==> src/rtl/operand_select_pipe_if.sv <==
// Valid/ready operand-request bus between a producer (master) and operand_select_pipe (slave).
interface operand_select_pipe_if #(
    parameter int WIDTH   = 32,
    parameter int NUM_SRC = 3,
    parameter int SEL_W   = 2
);
    logic [NUM_SRC*WIDTH-1:0] src;
    logic [SEL_W-1:0]         sel;
    logic                     in_valid;
    logic                     in_ready;
    logic [WIDTH-1:0]         out_data;
    logic                     out_valid;
    logic                     out_ready;

    modport master (
        output src, sel, in_valid, out_ready,
        input  in_ready, out_data, out_valid
    );

    modport slave (
        input  src, sel, in_valid, out_ready,
        output in_ready, out_data, out_valid
    );
endinterface

==> src/rtl/operand_select_pipe.sv <==
// N-way operand selector registered behind a valid/ready handshake with a 2-entry skid buffer.
// Optional sticky out-of-range flag (sel_err/err_clr) enabled by defining OPMUX_SELERR_EN.
module operand_select_pipe #(
    parameter int               WIDTH       = 32,
    parameter int               NUM_SRC     = 3,
    parameter int               SEL_W       = 2,
    parameter logic [WIDTH-1:0] DEFAULT_VAL = '0
) (
    input  logic                clk,
    input  logic                reset,
`ifdef OPMUX_SELERR_EN
    input  logic                err_clr,
    output logic                sel_err,
`endif
    operand_select_pipe_if.slave bus
);

    typedef enum logic [1:0] {
        EMPTY = 2'd0,
        ONE   = 2'd1,
        FULL  = 2'd2
    } state_t;

    state_t           state;
    logic [WIDTH-1:0] main_q;
    logic [WIDTH-1:0] skid_q;
    logic             out_valid_q;
    logic             in_ready_q;
    logic [WIDTH-1:0] mux_val;
    logic             accept;
    logic             pop;

    // Out-of-range selects fall through to DEFAULT_VAL.
    always_comb begin
        mux_val = DEFAULT_VAL;
        for (int k = 0; k < NUM_SRC; k++) begin
            if (int'(bus.sel) == k) begin
                mux_val = bus.src[k*WIDTH +: WIDTH];
            end
        end
    end

    assign accept = bus.in_valid & in_ready_q;
    assign pop    = out_valid_q & bus.out_ready;

    // NOTE: state registers use non-blocking assignments so every branch sees pre-edge values.
    always_ff @(posedge clk) begin
        if (reset) begin
            state       <= EMPTY;
            main_q      <= '0;
            skid_q      <= '0;
            out_valid_q <= 1'b0;
            in_ready_q  <= 1'b1;
        end else begin
            case (state)
                EMPTY: begin
                    if (accept) begin
                        main_q      <= mux_val;
                        out_valid_q <= 1'b1;
                        state       <= ONE;
                    end
                end
                ONE: begin
                    if (accept && pop) begin
                        main_q <= mux_val;
                    end else if (accept) begin
                        skid_q     <= mux_val;
                        in_ready_q <= 1'b0;
                        state      <= FULL;
                    end else if (pop) begin
                        out_valid_q <= 1'b0;
                        state       <= EMPTY;
                    end
                end
                FULL: begin
                    // in_ready is low here, so only a pop can move the pipe.
                    if (pop) begin
                        main_q     <= skid_q;
                        in_ready_q <= 1'b1;
                        state      <= ONE;
                    end
                end
                default: begin
                    out_valid_q <= 1'b0;
                    in_ready_q  <= 1'b1;
                    state       <= EMPTY;
                end
            endcase
        end
    end

    assign bus.out_data  = main_q;
    assign bus.out_valid = out_valid_q;
    assign bus.in_ready  = in_ready_q;

`ifdef OPMUX_SELERR_EN
    logic sel_oob;
    logic sel_err_q;

    assign sel_oob = int'(bus.sel) >= NUM_SRC;

    // A new out-of-range accept outranks a simultaneous clear.
    always_ff @(posedge clk) begin
        if (reset) begin
            sel_err_q <= 1'b0;
        end else if (accept && sel_oob) begin
            sel_err_q <= 1'b1;
        end else if (err_clr) begin
            sel_err_q <= 1'b0;
        end
    end

    assign sel_err = sel_err_q;
`endif

endmodule

==> src/flat_wrapper.sv <==
// flat-port wrapper written by rule: the top's interface ports become plain ports
module operand_select_pipe_flat 
#(
    parameter int               WIDTH       = 32,
    parameter int               NUM_SRC     = 3,
    parameter int               SEL_W       = 2,
    parameter logic [WIDTH-1:0] DEFAULT_VAL = '0
)
  (clk, reset, bus_src, bus_sel, bus_in_valid, bus_out_ready, bus_in_ready, bus_out_data, bus_out_valid);
  operand_select_pipe_if #(.WIDTH(WIDTH), .NUM_SRC(NUM_SRC), .SEL_W(SEL_W)) bus_i ();
  input  logic clk;
  input  logic reset;
  input wire logic [$bits(bus_i.src)-1:0] bus_src;
  input wire logic [$bits(bus_i.sel)-1:0] bus_sel;
  input wire logic [$bits(bus_i.in_valid)-1:0] bus_in_valid;
  input wire logic [$bits(bus_i.out_ready)-1:0] bus_out_ready;
  output wire logic [$bits(bus_i.in_ready)-1:0] bus_in_ready;
  output wire logic [$bits(bus_i.out_data)-1:0] bus_out_data;
  output wire logic [$bits(bus_i.out_valid)-1:0] bus_out_valid;
  assign bus_i.src = bus_src;
  assign bus_i.sel = bus_sel;
  assign bus_i.in_valid = bus_in_valid;
  assign bus_i.out_ready = bus_out_ready;
  assign bus_in_ready = bus_i.in_ready;
  assign bus_out_data = bus_i.out_data;
  assign bus_out_valid = bus_i.out_valid;
  operand_select_pipe #(.WIDTH(WIDTH), .NUM_SRC(NUM_SRC), .SEL_W(SEL_W), .DEFAULT_VAL(DEFAULT_VAL)) u_core (.clk(clk), .reset(reset), .bus(bus_i));
endmodule
==> config.mk <==
export PLATFORM = sky130hd
export DESIGN_NAME = operand_select_pipe_flat
export DESIGN_NICKNAME = d
export VERILOG_FILES = /design/src/rtl/operand_select_pipe_if.sv /design/src/rtl/operand_select_pipe.sv /design/src/flat_wrapper.sv
export SDC_FILE = /design/constraint.sdc
export NUM_CORES = 1
export LEC_CHECK = 0
export CAP_MARGIN = 10
export CORE_MARGIN = 2
export CORE_UTILIZATION = 35
export CTS_CLUSTER_DIAMETER = 40
export DETAILED_ROUTE_END_ITERATION = 10
export PLACE_DENSITY_LB_ADDON = 0.2
export REMOVE_ABC_BUFFERS = 1
export SLEW_MARGIN = 30
export SYNTH_ARGS = -nofsm -noshare
export SYNTH_HDL_FRONTEND = slang
export SYNTH_SLANG_ARGS = --single-unit
==> constraint.sdc <==
create_clock -name clk -period 1.7 [get_ports clk]
set_input_delay 0.34 -clock clk [delete_from_list [all_inputs] [get_ports clk]]
set_output_delay 0.34 -clock clk [all_outputs]
set_load 0.1 [all_outputs]
==> results_dict.tcl, run 1 <==
set metrics [dict create \
    synth_compound_area_frac 0.323 \
    drt_iter0_markers 59 \
    critPathLaunchType "input port" \
    place.detailed.hpwl_mm 6.99 \
    worstHoldStart "reset" \
    cts_setup_buffers 0 \
    hold_slack_ns 0.305 \
    wl_per_cell_microns 14.5 \
    first_pass_iters 4 \
    ant_nets 0 \
    grt_overflow 0 \
    fmax_mhz 678 \
    maxSlewHeadroom 0.735 \
    pwr_density_cell_mw_per_mm2 1010 \
    layout_commonest_cell "clkdlybuf4s50_1" \
    dpl_cell_area_sq_mm 0.00556 \
    total_power_mw 5.85 \
    r2r_start "u_core.state[0]" \
    critical_path_class "in -> reg" \
    setup_tns_ns 0 \
    tightest_slew_ns 0.398 \
    syn_area_per_cell_sq_um 8.50 \
    timing.rr.end "u_core.bus.out_data[15]" \
    post-route-util 0.570 \
    syn_inst 424 \
    grt_max_degree 52 \
    viasPerCell 5.13 \
    grt_pass1_wl_mm 16.3 \
    wl_met3_microns 776 \
    slew_violations 0 \
    pwr-share-seq 0.334 \
    holdBufCountCts 0 \
    holdCritPathClass "in -> reg" \
    rsz0062_at_grt "no" \
    drc 0 \
    met1Wirelength_mm 4.53 \
    pwr-share-clk 0.258 \
    arrival_ns 1.73 \
    pwr-share-comb 0.407 \
    area_growth_pct 60.4 \
    yosysSeqAreaShare 0.378 \
    setup_viol 0 \
    ys_warn_count 0 \
    fin_cells 690 \
    die_h_microns 105 \
    cp.required_ns 1.95 \
    cap_violations 0 \
    wirelength_mm 10.0 \
    cts_root_buf "clkbuf_8" \
    vias 3537 \
    period_share 0.868 \
    die_area_sq_mm 0.0111 \
    clk_path_buf_depth 2 \
    top_level_ports 136 \
    grt_antenna_before_repair 0 \
    synth_mux_area_frac 0.0889 \
    r2r_cells 5 \
    dp_cells 674 \
    numCtsBuffers 9 \
    clk_pin_slew_ns 0.08 \
    ctsResizeCount 0 \
    grt_pass1_vias 3419 \
    multiInputGateArea_sq_mm 0.00191 \
    synth_top_family_by_area "compound AO/OA/AOI/OAI gates" \
    cts_tree "yes" \
    power_switching_mw 2.24 \
    ir_worst_vdd_mv 0.539 \
    r2r_slack_ns 0.24 \
    outcome "completed" \
    synth_seq_cells 68 \
    htreeDepth 3 \
    fillerInstances 867 \
    drive_gt1_frac 0.141 \
    fin_crit_ns 1.47 \
    switching_share 0.383 \
    layout_common_cells "99 x clkdlybuf4s50_1, 68 x dfxtp_1, 46 x buf_12" \
    start_util 0.356 \
    top_layer_used "met4" \
    power_leakage_nw 2.13 \
    syn-cell-area_sq_mm 0.00360 \
    synthAdderAreaFrac 0 \
    io_buffers 135 \
    num_rows 37 \
    nets 651 \
    finalHoldViolCount 0 \
    synth_largest_area_cell "dfxtp_1" \
    synth_area_leaders "dfxtp_1 38%, mux2i_1 8.9%, o2bb2ai_1 7.8%" \
    clock_latency_ns 0.34 \
    route.met2.wl_mm 4.60 \
    final_cell_area_sq_mm 0.00578 \
    coreArea_sq_mm 0.0101 \
    internal_power_mw 3.61 \
    chipWidth_microns 105 \
    hold_depth 2 \
    synthDistinctLibCells 28 \
    whs_endpoint "u_core.skid_q[9]" \
    synthSimpleGateAreaFrac 0.113 \
    cts_sinks 68 \
    endpoint_kind "flop" \
    crit_fanout 40 \
    grt_use_total 0.181 \
    synth_top_area_share 0.378 \
    antenna_cells 0 \
    seq_area_sq_mm 0.00136 \
    synthXorXnorAreaFrac 0 \
    fin_skew_ns 0.0101 \
    final.setup.worst_slack_ns 0.225 \
    preCtsSetupSlack_ns -0.122 \
    gp_routability_congestion 0.726 \
]
-- critical path: stages --
cell             delay [ns]
clkdlybuf4s50_1        0.52
and3b_1                0.23
nand3_2                0.15
buf_12                 0.22
a211oi_1               0.24
-- sequential cells by signal (all words and copies together) (netlist names) --
| name | flops |
|---|---|
| u_core.bus.out_valid | 1 |
| u_core.bus.in_ready | 1 |
| u_core.state | 2 |
| u_core.bus.out_data | 32 |
| u_core.skid_q | 32 |
-- kinds of logic after synthesis --
logic type,after synthesis
multiplexers,32
AND/OR/NAND/NOR,79
AO/OA/AOI/OAI,170
buffers and inverters,75
flip-flops,68
-- metal layers --
metal / track usage / vias up
li1: - / 1772
met1: 0.230 / 1649
met2: 0.294 / 107
met3: 0.0594 / 9
met4: 0.0476 / 0
met5: 0 / -
-- synthesized netlist by cell type --
master,count
nand2b_1,32
buf_6,1
o21ai_0,24
nor2b_1,2
o21bai_1,3
nand4b_1,1
dfxtp_1,68
a21oi_1,36
nand3_1,2
o2bb2ai_1,32
buf_4,10
nand2_1,4
o21ai_1,8
and3b_1,1
buf_2,14
o21a_1,1
clkbuf_2,3
mux2i_1,32
a211oi_1,33
nand3b_1,2
and3_1,1
clkbuf_1,14
o221ai_4,1
or2_1,1
o211ai_1,32
clkbuf_4,1
inv_1,32
nor2_1,33
-- worst max-delay path by stage --
stage / endpoint / cells past startpoint / slack, ns / startpoint
final: u_core.skid_q[25] / 5 / 0.23 / bus_in_valid
after global routing: u_core.bus.out_data[16] / 5 / 0.14 / u_core.state[0]
after CTS: u_core.bus.out_data[16] / 5 / 0.22 / u_core.state[0]
after detailed placement: u_core.skid_q[25] / 5 / -0.12 / bus_in_valid
after global placement: u_core.skid_q[20] / 5 / -0.07 / bus_in_valid
after floorplan: u_core.bus.out_data[0] / 4 / -1.43 / u_core.state[1]
-- power groups by stage --
stage	Combinational [mW]	Sequential, mW	Clock (mW)
floorplan	0.555	2.70	0
global placement	2.36	1.98	0
detailed placement	2.39	1.99	0
CTS	2.40	1.96	1.54
global route	2.52	1.98	1.62
finish	2.38	1.95	1.51
-- area by class of cell --
type | instances | share of cell area
timing repair buffer | 157 | 0.345
inverter | 32 | 0.0208
tap | 136 | 0.0294
sequential | 68 | 0.235
multi-input combinational | 281 | 0.331
clock buffer | 9 | 0.0214
clock inverter | 7 | 0.0171
Power figures use the tool's default switching activity.
==> run 2: changes to the inputs <==
--- a/config.mk
+++ b/config.mk
@@ -6,7 +6,7 @@
 export NUM_CORES = 1
 export LEC_CHECK = 0
 export CAP_MARGIN = 10
-export CORE_MARGIN = 2
+export CORE_MARGIN = 3
 export CORE_UTILIZATION = 35
 export CTS_CLUSTER_DIAMETER = 40
 export DETAILED_ROUTE_END_ITERATION = 10
==> constraint.sdc (replaced) <==
create_clock -name clk -period 1.3 [get_ports clk]
set_input_delay 0.26 -clock clk [delete_from_list [all_inputs] [get_ports clk]]
set_output_delay 0.26 -clock clk [all_outputs]
set_load 0.1 [all_outputs]
==> run 2 against run 1 <==
Net effect:
- the run now ends with setup timing left
- first-iteration DRC count is 100% higher
- global-route usage hardly changed
- via count is 5.9% higher
- final cell count is 2.3% higher
- non-clock buffer count is 19 higher
- sequential share of layout area is 2.1 points lower
- die area is 3.8% higher
- sequential power is 31% higher
- hold slack worse by 0.021 ns
- clock power is 45% higher
- core utilization is 7.5 points higher
- flip-flop and latch count stayed put
- largest power group unchanged
- highest routed layer unchanged
==> results_dict.tcl, run 2 (synthesized netlist as in run 1, its figures left out) <==
set metrics [dict create \
    critical_path_class "reg -> reg" \
    clk_path_buf_depth 2 \
    arrival_ns 1.70 \
    layout_common_cells "96 x clkdlybuf4s50_1, 64 x dfxtp_1, 49 x buf_12" \
    setup_tns_ns -2.91 \
    nets 670 \
    pwr_density_cell_mw_per_mm2 1320 \
    vias 3745 \
    grt_use_met2 0.301 \
    final_cell_area_sq_mm 0.00640 \
    io_buffers 135 \
    ant_nets 0 \
    fin_cells 706 \
    outcome "complete, but fails checks" \
    use_met3 0.0582 \
    holdCritPathClass "in -> reg" \
    crit_fanout 18 \
    chipWidth_microns 107 \
    cp.required_ns 1.58 \
    gp_routability_congestion 0.772 \
    grt_pass1_vias 3549 \
    numCtsBuffers 9 \
    seq_area_sq_mm 0.00137 \
    multiInputGateArea_sq_mm 0.00212 \
    grt_antenna_before_repair 0 \
    top_usage_layer "met2" \
    place.detailed.hpwl_mm 7.52 \
    tightest_slew_ns 0.263 \
    grt_overflow 0 \
    grt_use_met1 0.220 \
    num_rows 36 \
    endpoint_kind "flop" \
    coreArea_sq_mm 0.00991 \
    grt_use_total 0.181 \
    viasPerCell 5.30 \
    dpl_cell_area_sq_mm 0.00561 \
    cts_sinks 68 \
    slew_violations 0 \
    cts_root_buf "clkbuf_8" \
    power_leakage_nw 2.39 \
    fillerInstances 824 \
    ir_worst_vdd_mv 0.654 \
    fin_skew_ns 0.00666 \
    htreeDepth 3 \
    finalHoldViolCount 0 \
    grt_pass1_wl_mm 16.9 \
    holdBufCountCts 0 \
    drc 0 \
    antenna_cells 0 \
    cap_violations 0 \
    die_area_sq_mm 0.0116 \
    start_util 0.364 \
    grt_max_degree 53 \
    setup_viol 63 \
    top_level_ports 136 \
    layout_commonest_cell "clkdlybuf4s50_1" \
    period_share 1.09 \
    violations "setup timing" \
    final.setup.worst_slack_ns -0.117 \
    fin_crit_ns 1.42 \
    drive_gt1_frac 0.246 \
    area_growth_pct 77.4 \
    wirelength_mm 12.1 \
    dp_cells 676 \
    critPathLaunchType "flop" \
    clock_latency_ns 0.35 \
    die_h_microns 107 \
    maxSlewHeadroom 0.820 \
    rsz0062_at_grt "yes" \
    clk_pin_slew_ns 0.08 \
    wl_per_cell_microns 17.1 \
    fmax_mhz 706 \
    cts_tree "yes" \
    first_pass_iters 4 \
    drt_iter0_markers 119 \
]
run 2: changes by cell type in the layout (fill, tap and decap cells not counted), sizes merged:
cell           change
clkdlybuf4s50      -3
clkinv             -1
clkbuf            +11
bufinv             +1
dlymetal6s2s       +2
dlygate4sd2        +1
clkinvlp           -1
buf               +10
inv                -1
run 2: where the power goes:
part	leakage, nW	internal, mW	switching [mW]
combinational	1.71	1.63	2.08
sequential	0.556	2.35	0.199
clock	0.124	1.34	0.852
run 2: worst max-delay path: stages (launching register included):
cell and delay (ns):
dfxtp_4 0.37, or2_4 0.24, o221ai_4 0.19, buf_12 0.18
clkbuf_16 0.19, o211ai_1 0.10, o21ai_1 0.08
run 2: final timing paths:
| check | end | slack, ns | depth (start not counted) | startpoint |
|---|---|---|---|---|
| setup reg to reg | u_core.bus.out_data[3] | -0.12 | 6 | u_core.state[1] |
| hold / removal | u_core.bus.out_data[20] | 0.28 | 3 | reset |
| hold reg to reg | u_core.skid_q[10] | 0.46 | 2 | u_core.skid_q[10] |
| setup / recovery | u_core.bus.out_data[3] | -0.12 | 6 | u_core.state[1] |
run 2: per-layer routing:
metal	wire [microns]	vias up
met5	0	-
met4	167	0
met3	910	16
met2	6060	111
met1	4910	1807
li1	-	1811
run 2: timing repair:
action / CTS / global route
cloned: 1 / 9
endpoints found under the setup margin: 66 / 65
pin swaps: 0 / 6
gates resized for setup: 25 / 54
buffers inserted: 0 / 4
run 2: final cells by class:
| class | count | area share |
|---|---|---|
| clock buffer | 11 | 0.0221 |
| inverter | 32 | 0.0188 |
| timing repair buffer | 176 | 0.371 |
| clock inverter | 5 | 0.0168 |
| sequential | 68 | 0.214 |
| multi-input combinational | 281 | 0.331 |
| tap | 133 | 0.0260 |
run 2: stage by stage:
step	total power [mW]	setup WS (ns)	utilization	hold slack (ns)
after global routing	8.76	-0.153	0.645	0.285
after detailed placement	5.80	-0.448	0.566	0.451
after floorplan	4.26	-1.83	-	0.329
after CTS	8.04	-0.0829	0.603	0.271
final	8.45	-0.117	0.645	0.283
after global placement	5.73	-0.396	0.566	0.446
==> run 3: changes to the inputs <==
--- a/config.mk
+++ b/config.mk
@@ -7,8 +7,7 @@
 export LEC_CHECK = 0
 export CAP_MARGIN = 10
 export CORE_MARGIN = 3
-export CORE_UTILIZATION = 35
-export CTS_CLUSTER_DIAMETER = 40
+export CORE_UTILIZATION = 40
 export DETAILED_ROUTE_END_ITERATION = 10
 export PLACE_DENSITY_LB_ADDON = 0.2
 export REMOVE_ABC_BUFFERS = 1
==> run 3 against run 2 <==
Net effect:
- the run still ends with setup timing left
- non-clock buffer count up 4
- clock power down 20%
- clock skew increased by 0.0059 ns
- setup slack worse by 0.00079 ns
- sequential share of layout area shrank 1.1 points
- via count increased by 1.7%
- total power shrank 0.26%
- die area is 12% lower
- maximum frequency about the same
- global-route usage up 5.4 points
==> results_dict.tcl, run 3 (synthesized netlist as in run 1, its figures left out) <==
set metrics [dict create \
    outcome "complete, but fails checks" \
    violations "setup timing" \
    endpoint_kind "flop" \
    grt_pass1_wl_mm 18.9 \
    drt_iter0_markers 163 \
    grt_max_degree 60 \
    grt_use_total 0.235 \
    htreeDepth 3 \
    slew_violations 0 \
    wl_per_cell_microns 18.9 \
    setup_tns_ns -3.07 \
    layout_commonest_cell "clkdlybuf4s50_1" \
    ir_worst_vdd_mv 0.568 \
    wirelength_mm 13.0 \
    tightest_slew_ns 0.501 \
    antenna_cells 0 \
    die_h_microns 101 \
    ant_nets 0 \
    period_share 1.09 \
    nets 674 \
    slowest_delay_ns 0.38 \
    cap_violations 0 \
    grt_pass1_vias 3787 \
    drive_gt1_frac 0.334 \
    critical_path_class "reg -> reg" \
    area_growth_pct 87.5 \
    clk_pin_slew_ns 0.08 \
    viasPerCell 5.56 \
    io_buffers 135 \
    fin_skew_ns 0.0126 \
    gp_routability_congestion 0.783 \
    finalHoldViolCount 0 \
    setup_viol 64 \
    chipWidth_microns 101 \
    r2r_cells 6 \
    cts_tree "yes" \
    critPathLaunchType "flop" \
    cp_num_buf_inv 2 \
    start_util 0.413 \
    cp_top_family "simple AND/OR/NAND/NOR gates" \
    rsz0062_at_grt "yes" \
    fillerInstances 558 \
    holdBufCountCts 0 \
    power_leakage_nw 2.46 \
    cp.required_ns 1.55 \
    layout_common_cells "96 x clkdlybuf4s50_1, 64 x dfxtp_1, 48 x buf_12" \
    coreArea_sq_mm 0.00872 \
    grt_overflow 0 \
    clk_path_buf_depth 2 \
    die_area_sq_mm 0.0102 \
    num_rows 34 \
    top_level_ports 136 \
    maxSlewHeadroom 0.666 \
    path_cells "and3b_2 > nand3_4 > buf_12 > buf_16 > nor2_2 > a211oi_2" \
    numCtsBuffers 9 \
    arrival_ns 1.67 \
    crit_fanout 8 \
    final_cell_area_sq_mm 0.00676 \
    place.detailed.hpwl_mm 6.85 \
    fin_crit_ns 1.42 \
    dpl_cell_area_sq_mm 0.00549 \
    post-route-util 0.775 \
    critPathSlowestCell "dfxtp_4" \
    fmax_mhz 705 \
    hold_depth 3 \
    cts_sinks 68 \
    holdCritPathClass "in -> reg" \
    cts_root_buf "clkbuf_8" \
    total_power_mw 8.43 \
    final.setup.worst_slack_ns -0.118 \
    vias 3810 \
    pwr_density_cell_mw_per_mm2 1250 \
    first_pass_iters 4 \
    grt_antenna_before_repair 0 \
    drc 0 \
    clock_latency_ns 0.34 \
    cp.depth 6 \
    preCtsSetupSlack_ns -0.442 \
]
## run 3: changes by cell type in the layout (fill, tap and decap cells not counted), sizes merged
| cell | previous run | this run |
|---|---|---|
| clkinvlp | 0 | 2 |
| bufinv | 3 | 1 |
| buf | 68 | 75 |
| inv | 33 | 32 |
| clkinv | 1 | 3 |
| dlygate4sd2 | 1 | 3 |
| dlymetal6s2s | 2 | 0 |
| clkbuf | 20 | 16 |
## run 3: repair_timing
item,CTS,global route
pin swaps,14,34
resized for setup,117,44
buffers inserted,10,0
cloned,9,6
endpoints found under the setup margin,65,67
## run 3: worst paths after layout
kind                     start                 to  slack, ns
min                      reset   u_core.skid_q[2]       0.38
max            u_core.state[1]  u_core.skid_q[23]      -0.12
min reg2reg  u_core.skid_q[31]  u_core.skid_q[31]       0.47
max reg2reg    u_core.state[1]  u_core.skid_q[23]      -0.12
## run 3: worst register-to-register path: cells and delay by family (launching register included)
| kind | cells | cell delay (ns) |
|---|---|---|
| AO/OA/AOI/OAI | 1 | 0.23 |
| AND/OR/NAND/NOR | 3 | 0.39 |
| flip-flops | 1 | 0.38 |
| buffers and inverters | 2 | 0.33 |
## run 3: stage by stage
step | hold slack [ns] | instances
finish | 0.381 | 685
global route | 0.386 | 685
CTS | 0.377 | 679
detailed placement | 0.451 | 644
global placement | 0.446 | 644
floorplan | 0.329 | 381
## run 3: report_power, final
group	internal [mW]	leakage [nW]	total, mW	switching [mW]
logic	1.85	1.81	4.12	2.26
clock network	0.934	0.0983	1.75	0.819
registers	2.35	0.557	2.56	0.209
## run 3: metal layers
layer  wire length [microns]  GRT usage  up-vias
met1                    4900      0.284     1791
met3                    1260     0.0637       22
met5                       0          0        -
met4                     218     0.0736        0
li1                        -          -     1831
met2                    6590      0.406      166
## run 3: cell type report
cell class                      count  area, sq um  share of cell area
Clock buffer                       10          138              0.0204
Clock inverter                      6         63.8             0.00944
Inverter                           32          120              0.0178
Sequential cell                    68         1370               0.203
Tap cell                          108          135              0.0200
Multi-Input combinational cell    281         2410               0.357
Timing Repair Buffer              180         2520               0.373
